[src/rtl/bcd_frequency_entry.sv]
// Seven-digit BCD frequency entry with digit cursor and decimal carry/borrow ripple.
// One digit is rippled per cycle; overflow saturates at 9999999 and underflow clamps at 0.
module bcd_frequency_entry #(
    parameter logic [27:0] RESET_BCD  = 28'h0001000,
    parameter logic [2:0]  CURSOR_RST = 3'd0
) (
    input  logic       clk,
    input  logic       rst,
    input  logic       btn_up,
    input  logic       btn_down,
    input  logic       btn_left,
    input  logic       btn_right,
    input  logic       btn_enter,
    output logic [3:0] d_1,
    output logic [3:0] d_2,
    output logic [3:0] d_3,
    output logic [3:0] d_4,
    output logic [3:0] d_5,
    output logic [3:0] d_6,
    output logic [3:0] d_7,
    output logic [2:0] cursor,
    output logic       busy,
    output logic       commit
);

    typedef enum logic [1:0] {
        IDLE   = 2'd0,
        CARRY  = 2'd1,
        BORROW = 2'd2
    } state_t;

    state_t     state_q, state_d;
    logic [3:0] dig_q [7];
    logic [3:0] dig_d [7];
    logic [2:0] cursor_q, cursor_d;
    logic [2:0] ptr_q, ptr_d;
    logic       busy_q, busy_d;
    logic       commit_q, commit_d;

    always_comb begin
        state_d  = state_q;
        dig_d    = dig_q;
        cursor_d = cursor_q;
        ptr_d    = ptr_q;
        commit_d = 1'b0;
        unique case (state_q)
            IDLE: begin
                if (btn_up) begin
                    if (dig_q[cursor_q] < 4'd9) begin
                        dig_d[cursor_q] = dig_q[cursor_q] + 4'd1;
                    end else begin
                        dig_d[cursor_q] = 4'd0;
                        ptr_d           = cursor_q + 3'd1;
                        state_d         = CARRY;
                    end
                end else if (btn_down) begin
                    if (dig_q[cursor_q] > 4'd0) begin
                        dig_d[cursor_q] = dig_q[cursor_q] - 4'd1;
                    end else begin
                        dig_d[cursor_q] = 4'd9;
                        ptr_d           = cursor_q + 3'd1;
                        state_d         = BORROW;
                    end
                end else if (btn_left) begin
                    cursor_d = (cursor_q == 3'd6) ? 3'd0 : cursor_q + 3'd1;
                end else if (btn_right) begin
                    cursor_d = (cursor_q == 3'd0) ? 3'd6 : cursor_q - 3'd1;
                end else if (btn_enter) begin
                    commit_d = 1'b1;
                end
            end
            CARRY: begin
                // Carry out of the top digit saturates the whole word
                if (ptr_q == 3'd7) begin
                    for (int k = 0; k < 7; k++) dig_d[k] = 4'd9;
                    state_d = IDLE;
                end else if (dig_q[ptr_q] < 4'd9) begin
                    dig_d[ptr_q] = dig_q[ptr_q] + 4'd1;
                    state_d      = IDLE;
                end else begin
                    dig_d[ptr_q] = 4'd0;
                    ptr_d        = ptr_q + 3'd1;
                end
            end
            BORROW: begin
                if (ptr_q == 3'd7) begin
                    for (int k = 0; k < 7; k++) dig_d[k] = 4'd0;
                    state_d = IDLE;
                end else if (dig_q[ptr_q] > 4'd0) begin
                    dig_d[ptr_q] = dig_q[ptr_q] - 4'd1;
                    state_d      = IDLE;
                end else begin
                    dig_d[ptr_q] = 4'd9;
                    ptr_d        = ptr_q + 3'd1;
                end
            end
            default: state_d = IDLE;
        endcase
        busy_d = (state_d != IDLE);
    end

    always_ff @(posedge clk) begin
        if (rst) begin
            state_q  <= IDLE;
            cursor_q <= CURSOR_RST;
            ptr_q    <= 3'd0;
            busy_q   <= 1'b0;
            commit_q <= 1'b0;
            for (int k = 0; k < 7; k++) dig_q[k] <= RESET_BCD[4*k +: 4];
        end else begin
            state_q  <= state_d;
            cursor_q <= cursor_d;
            ptr_q    <= ptr_d;
            busy_q   <= busy_d;
            commit_q <= commit_d;
            dig_q    <= dig_d;
        end
    end

    assign d_1    = dig_q[0];
    assign d_2    = dig_q[1];
    assign d_3    = dig_q[2];
    assign d_4    = dig_q[3];
    assign d_5    = dig_q[4];
    assign d_6    = dig_q[5];
    assign d_7    = dig_q[6];
    assign cursor = cursor_q;
    assign busy   = busy_q;
    assign commit = commit_q;

endmodule
[config.mk]
export PLATFORM = sky130hd
export DESIGN_NAME = bcd_frequency_entry
export DESIGN_NICKNAME = d
export VERILOG_FILES = /design/src/rtl/bcd_frequency_entry.sv
export SDC_FILE = /design/constraint.sdc
export NUM_CORES = 1
export LEC_CHECK = 0
export ABC_AREA = 0
export ABC_CLOCK_PERIOD_IN_PS = 3850
export CAP_MARGIN = 25
export CORE_MARGIN = 5
export CORE_UTILIZATION = 50
export DETAILED_ROUTE_END_ITERATION = 16
export PLACE_DENSITY = 0.79
export SYNTH_ARGS = -nofsm -noshare
export SYNTH_HDL_FRONTEND = slang
export SYNTH_SLANG_ARGS = --single-unit
[constraint.sdc]
create_clock -name clk -period 3.85 [get_ports clk]
set_input_delay 0.77 -clock clk [delete_from_list [all_inputs] [get_ports clk]]
set_output_delay 0.77 -clock clk [all_outputs]
set_load 0.005 [all_outputs]
==> results by stage, run 1 <==
CTS:
- The TritonCTS sink count is 38.
- The clock root buffer is clkbuf_8.
- The number of buffers added by the clock tree synthesis step is 5.
- In this run the post-CTS setup repair buffer count came out at 0.
- The clock passes through at most 2 buffers.
- The count of H-tree levels built during CTS is 2.
- The clock reaches the later pin of the worst-skew pair after 0.31 ns.
- The CTS tree is yes.
- After clock tree synthesis, the clock-pin slew on the worst setup and hold paths is 0.08 ns.

Timing:
- Setup repair after global routing left no endpoint under its margin.
- The worst pin sits at a relative slew slack of 0.472.
- The number of endpoints failing setup at the final stage is 0.
- The max-slew violation total from the final report is 0.
- The accumulated negative setup slack is 0 ns.
- The number of failing hold endpoints at the final stage is 0.
- The part of the cycle the worst path needs is 0.950.
- Across the routed clock network, the largest skew measured is 0.0179 ns.
- The highest achievable clock rate is 273 MHz.
- The transition time at the pin with the least slew margin is 0.785 ns.
- The post-route minimum period is 3.66 ns.

GRT:
- The number of global-route vias before repair is 4768.
- The total congestion overflow after global routing is 0.
- Across every metal layer, demand over resource in global routing totals 0.350.
- The maximum number of pins on one net before global-route repair is 39.
- The global-route wire length before repair is 27500 um.
- The initial antenna violation count is 0.

Finish:
- With fillers left out, the area of the finished cells amounts to 4910 um^2.
- The net count of the finished layout is 645.
- The fraction of layout cells with a size suffix above 1 is 0.122.
- 0 antenna diodes ended up in the layout.
- The final core utilization is 0.603.
- The leading cell type in the layout, fill and taps excluded is nor2_1.
- The post-synthesis to final-layout area growth is 18.2%.
- The library cells used most frequently in the layout, excluding fill and tap cells, are nor2_1 (58), nand2_1 (49), a21oi_1 (48), o21ai_0 (47), clkdlybuf4s50_1 (39).

Power:
- The worst supply voltage drop on vdd is 0.000306 V.
- The power per standard cell area is 840 nW/um^2.
- In this run the static leakage power is 1.69 nW.

Synth:
- In the post-synthesis netlist, the biggest area contributors are dfxtp_1 (18%), a21oi_1 (5.8%), o21ai_0 (5.7%).
- The combinational family with the most area after synthesis is compound AO/OA/AOI/OAI gates.
- The post-synthesis share of cell area spent on and, or, nand and nor gates is 0.254.
- The async set or reset register ratio after synthesis is 0.
- The main flop type after synthesis is dfxtp_1.
- The post-synth design cell area is 4150 um^2.
- In this run the mean area of a mapped cell was 7.15 um^2.
- During synthesis, Yosys emitted a total of 0 warnings.
- Of the total synthesized cell area, the portion taken by full adders, half adders and majority gates is 0.0452.
- The share of cell area taken by muxes after synthesis is 0.0518.
- The fraction of the mapped netlist area in compound gates came to 0.398.
- The share of the yosys chip area belonging to registers is 0.183.
- Counting flops with a built-in enable in the synthesized netlist gives 0.
- The total nets after synthesis is 603.
- The share of the synthesized area in the top cell type is 0.183.
- The largest total area in the synthesized netlist belongs to dfxtp_1.
- Synthesis handed over a netlist of 581 instances.
- Of the total synthesized cell area, the portion taken by XOR and XNOR cells is 0.00211.
- The count of cell types in the netlist is 78.
- The flop and latch count out of synthesis is 38.

Floorplan:
- The height of the die is 101 um.
- In this run the standard cell core region covers 8130 um^2.
- The number of placement rows is 33.
- In this run the count of I/O pins placed on the die edge is 40.
- The initial core utilization is 0.510.
- Measured along the x axis, the die boundary spans 101 um.
- The full die area is 10200 um^2.

Place:
- The number of buffer cells added on primary ports is 39.
- The placer congestion estimate is 1.03.
- The instance area after placement is 4760 um^2.
- The final HPWL from detailed placement is 13600 um.

Drt:
- The detailed router placed 5255 vias in this run.
- The DRC violations left is 0.
- The wire length reported by the detailed router is 18100 um.
- The number of iterations in the first detailed-routing pass is 6.
- Dividing the detail-routed via count by the number of cells gives 7.21.
- After detailed routing, the average wire length per cell comes to 24.9 um.
- The number of nets with antenna violations after routing is 0.
- The number of DRC violations after detailed-routing iteration 0 is 694.

Critical path:
- For the worst setup path, the data arrival time is 3.83 ns.
- The largest fanout on the critical path is 15.
- The element type at the critical path end is a flip-flop.
- The worst setup path is of the flip-flop to flip-flop kind.
- Data on the critical path is required at its endpoint by 4.02 ns.
- STA classifies the critical path startpoint as a flip-flop.

Job:
- The total of max-cap violations is 0.

Run status:
- The run finished with clean final reports.

Min path:
- The path class of the tightest hold or removal check is flip-flop to flip-flop.
==> per-stage QoR <==
step,std cells,total power [mW],hold WS (ns),setup WS [ns]
after floorplan,581,2.43,0.519,0.807
after global placement,719,3.51,0.576,0.129
after detailed placement,720,3.54,0.568,0.170
after CTS,728,3.99,0.582,0.159
after global routing,729,4.32,0.617,0.0216
final,729,4.12,0.587,0.192
==> logic make-up after synthesis <==
family,after synthesis
AOI/OAI and AO/OA,237
xor gates and xnor gates,1
adders and majority gates,15
buffers and inverters,62
DFF,38
muxes,21
and+or+nand+nor,207
==> layer usage <==
| layer | vias up | part of all wire | track usage |
|---|---|---|---|
| met5 | - | 0 | 0 |
| met4 | 0 | 0.052 | 0.146 |
| met3 | 90 | 0.12 | 0.0561 |
| met2 | 423 | 0.44 | 0.555 |
| met1 | 2429 | 0.39 | 0.471 |
| li1 | 2313 | - | - |
==> timing repair <==
item | in CTS | in global routing
hold buffers | 0 | 0
gates resized for setup | 0 | 1
setup endpoints to repair | 0 | 1
==> report_power, final <==
part | leakage, nW | switching [mW] | total (mW) | internal [mW]
Sequential | 0.311 | 0.268 | 0.785 | 0.518
Combinational | 1.31 | 1.82 | 2.89 | 1.07
Clock | 0.0714 | 0.173 | 0.450 | 0.277
Total | 1.69 | 2.26 | 4.12 | 1.86
==> cell usage after synthesis (4+ instances only) <==
cell	n
o31ai_1	5
nor2b_1	7
a311oi_1	5
nor2_1	58
buf_2	15
o21a_1	6
o221ai_1	4
a2111oi_0	8
a31oi_1	21
nand2b_1	7
a211oi_1	20
or3_1	5
mux2_2	4
and3_1	6
o32ai_1	4
a21oi_1	48
o21bai_1	5
a21o_1	4
mux2i_1	17
o211ai_1	14
o21ai_0	47
and2_1	4
nor4_1	5
dfxtp_1	38
clkbuf_1	21
or2_2	5
nand2_1	49
inv_1	19
ha_1	15
nand3_1	16
nor3_1	19
==> critical path, cell delays in order (launching register included) <==
cell       delay, ns
dfxtp_1         0.73
buf_4           0.25
a32o_1          0.20
a21oi_1         0.07
ha_1            0.29
inv_1           0.13
a211oi_2        0.04
buf_4           0.18
a31oi_1         0.48
nand2_1         0.18
a2111oi_0       0.71
buf_4           0.21
nor4_1          0.04
==> area by class of cell <==
| type | count | area [um^2] |
|---|---|---|
| Fill cell | 776 | 3230 |
| Multi-Input combinational cell | 481 | 3120 |
| Sequential cell | 38 | 762 |
| Timing Repair Buffer | 77 | 677 |
| Tap cell | 105 | 131 |
| Clock buffer | 6 | 82.6 |
| Inverter | 20 | 75.1 |
| Clock inverter | 2 | 60.1 |
==> final timing paths <==
| check | from | to | slack (ns) | depth (start not counted) |
|---|---|---|---|---|
| worst min register to register | d_1[0]$_SDFFE_PP0N_ | d_1[0]$_SDFFE_PP0N_ | 0.59 | 2 |
| worst max-delay path | ptr_q[2]$_SDFFE_PP0P_ | d_5[0]$_SDFFE_PP0N_ | 0.19 | 12 |
| worst max register to register | ptr_q[2]$_SDFFE_PP0P_ | d_5[0]$_SDFFE_PP0N_ | 0.19 | 12 |
| worst min-delay path | d_1[0]$_SDFFE_PP0N_ | d_1[0]$_SDFFE_PP0N_ | 0.59 | 2 |
Note: power is estimated with default switching activity, not from simulation.
==> run 2: changes to the inputs <==
--- a/config.mk
+++ b/config.mk
@@ -6,7 +6,6 @@
 export NUM_CORES = 1
 export LEC_CHECK = 0
 export ABC_AREA = 0
-export ABC_CLOCK_PERIOD_IN_PS = 3850
 export CAP_MARGIN = 25
 export CORE_MARGIN = 5
 export CORE_UTILIZATION = 50
==> results of run 2 <==
Final layout, timing and power as in run 1 (identical DEF).
==> run 3: changes to the inputs <==
--- a/config.mk
+++ b/config.mk
@@ -14,3 +14,4 @@
 export SYNTH_ARGS = -nofsm -noshare
 export SYNTH_HDL_FRONTEND = slang
 export SYNTH_SLANG_ARGS = --single-unit
+export TNS_END_PERCENT = 50
==> results of run 3 <==
Final layout, timing and power as in run 1 (identical DEF).
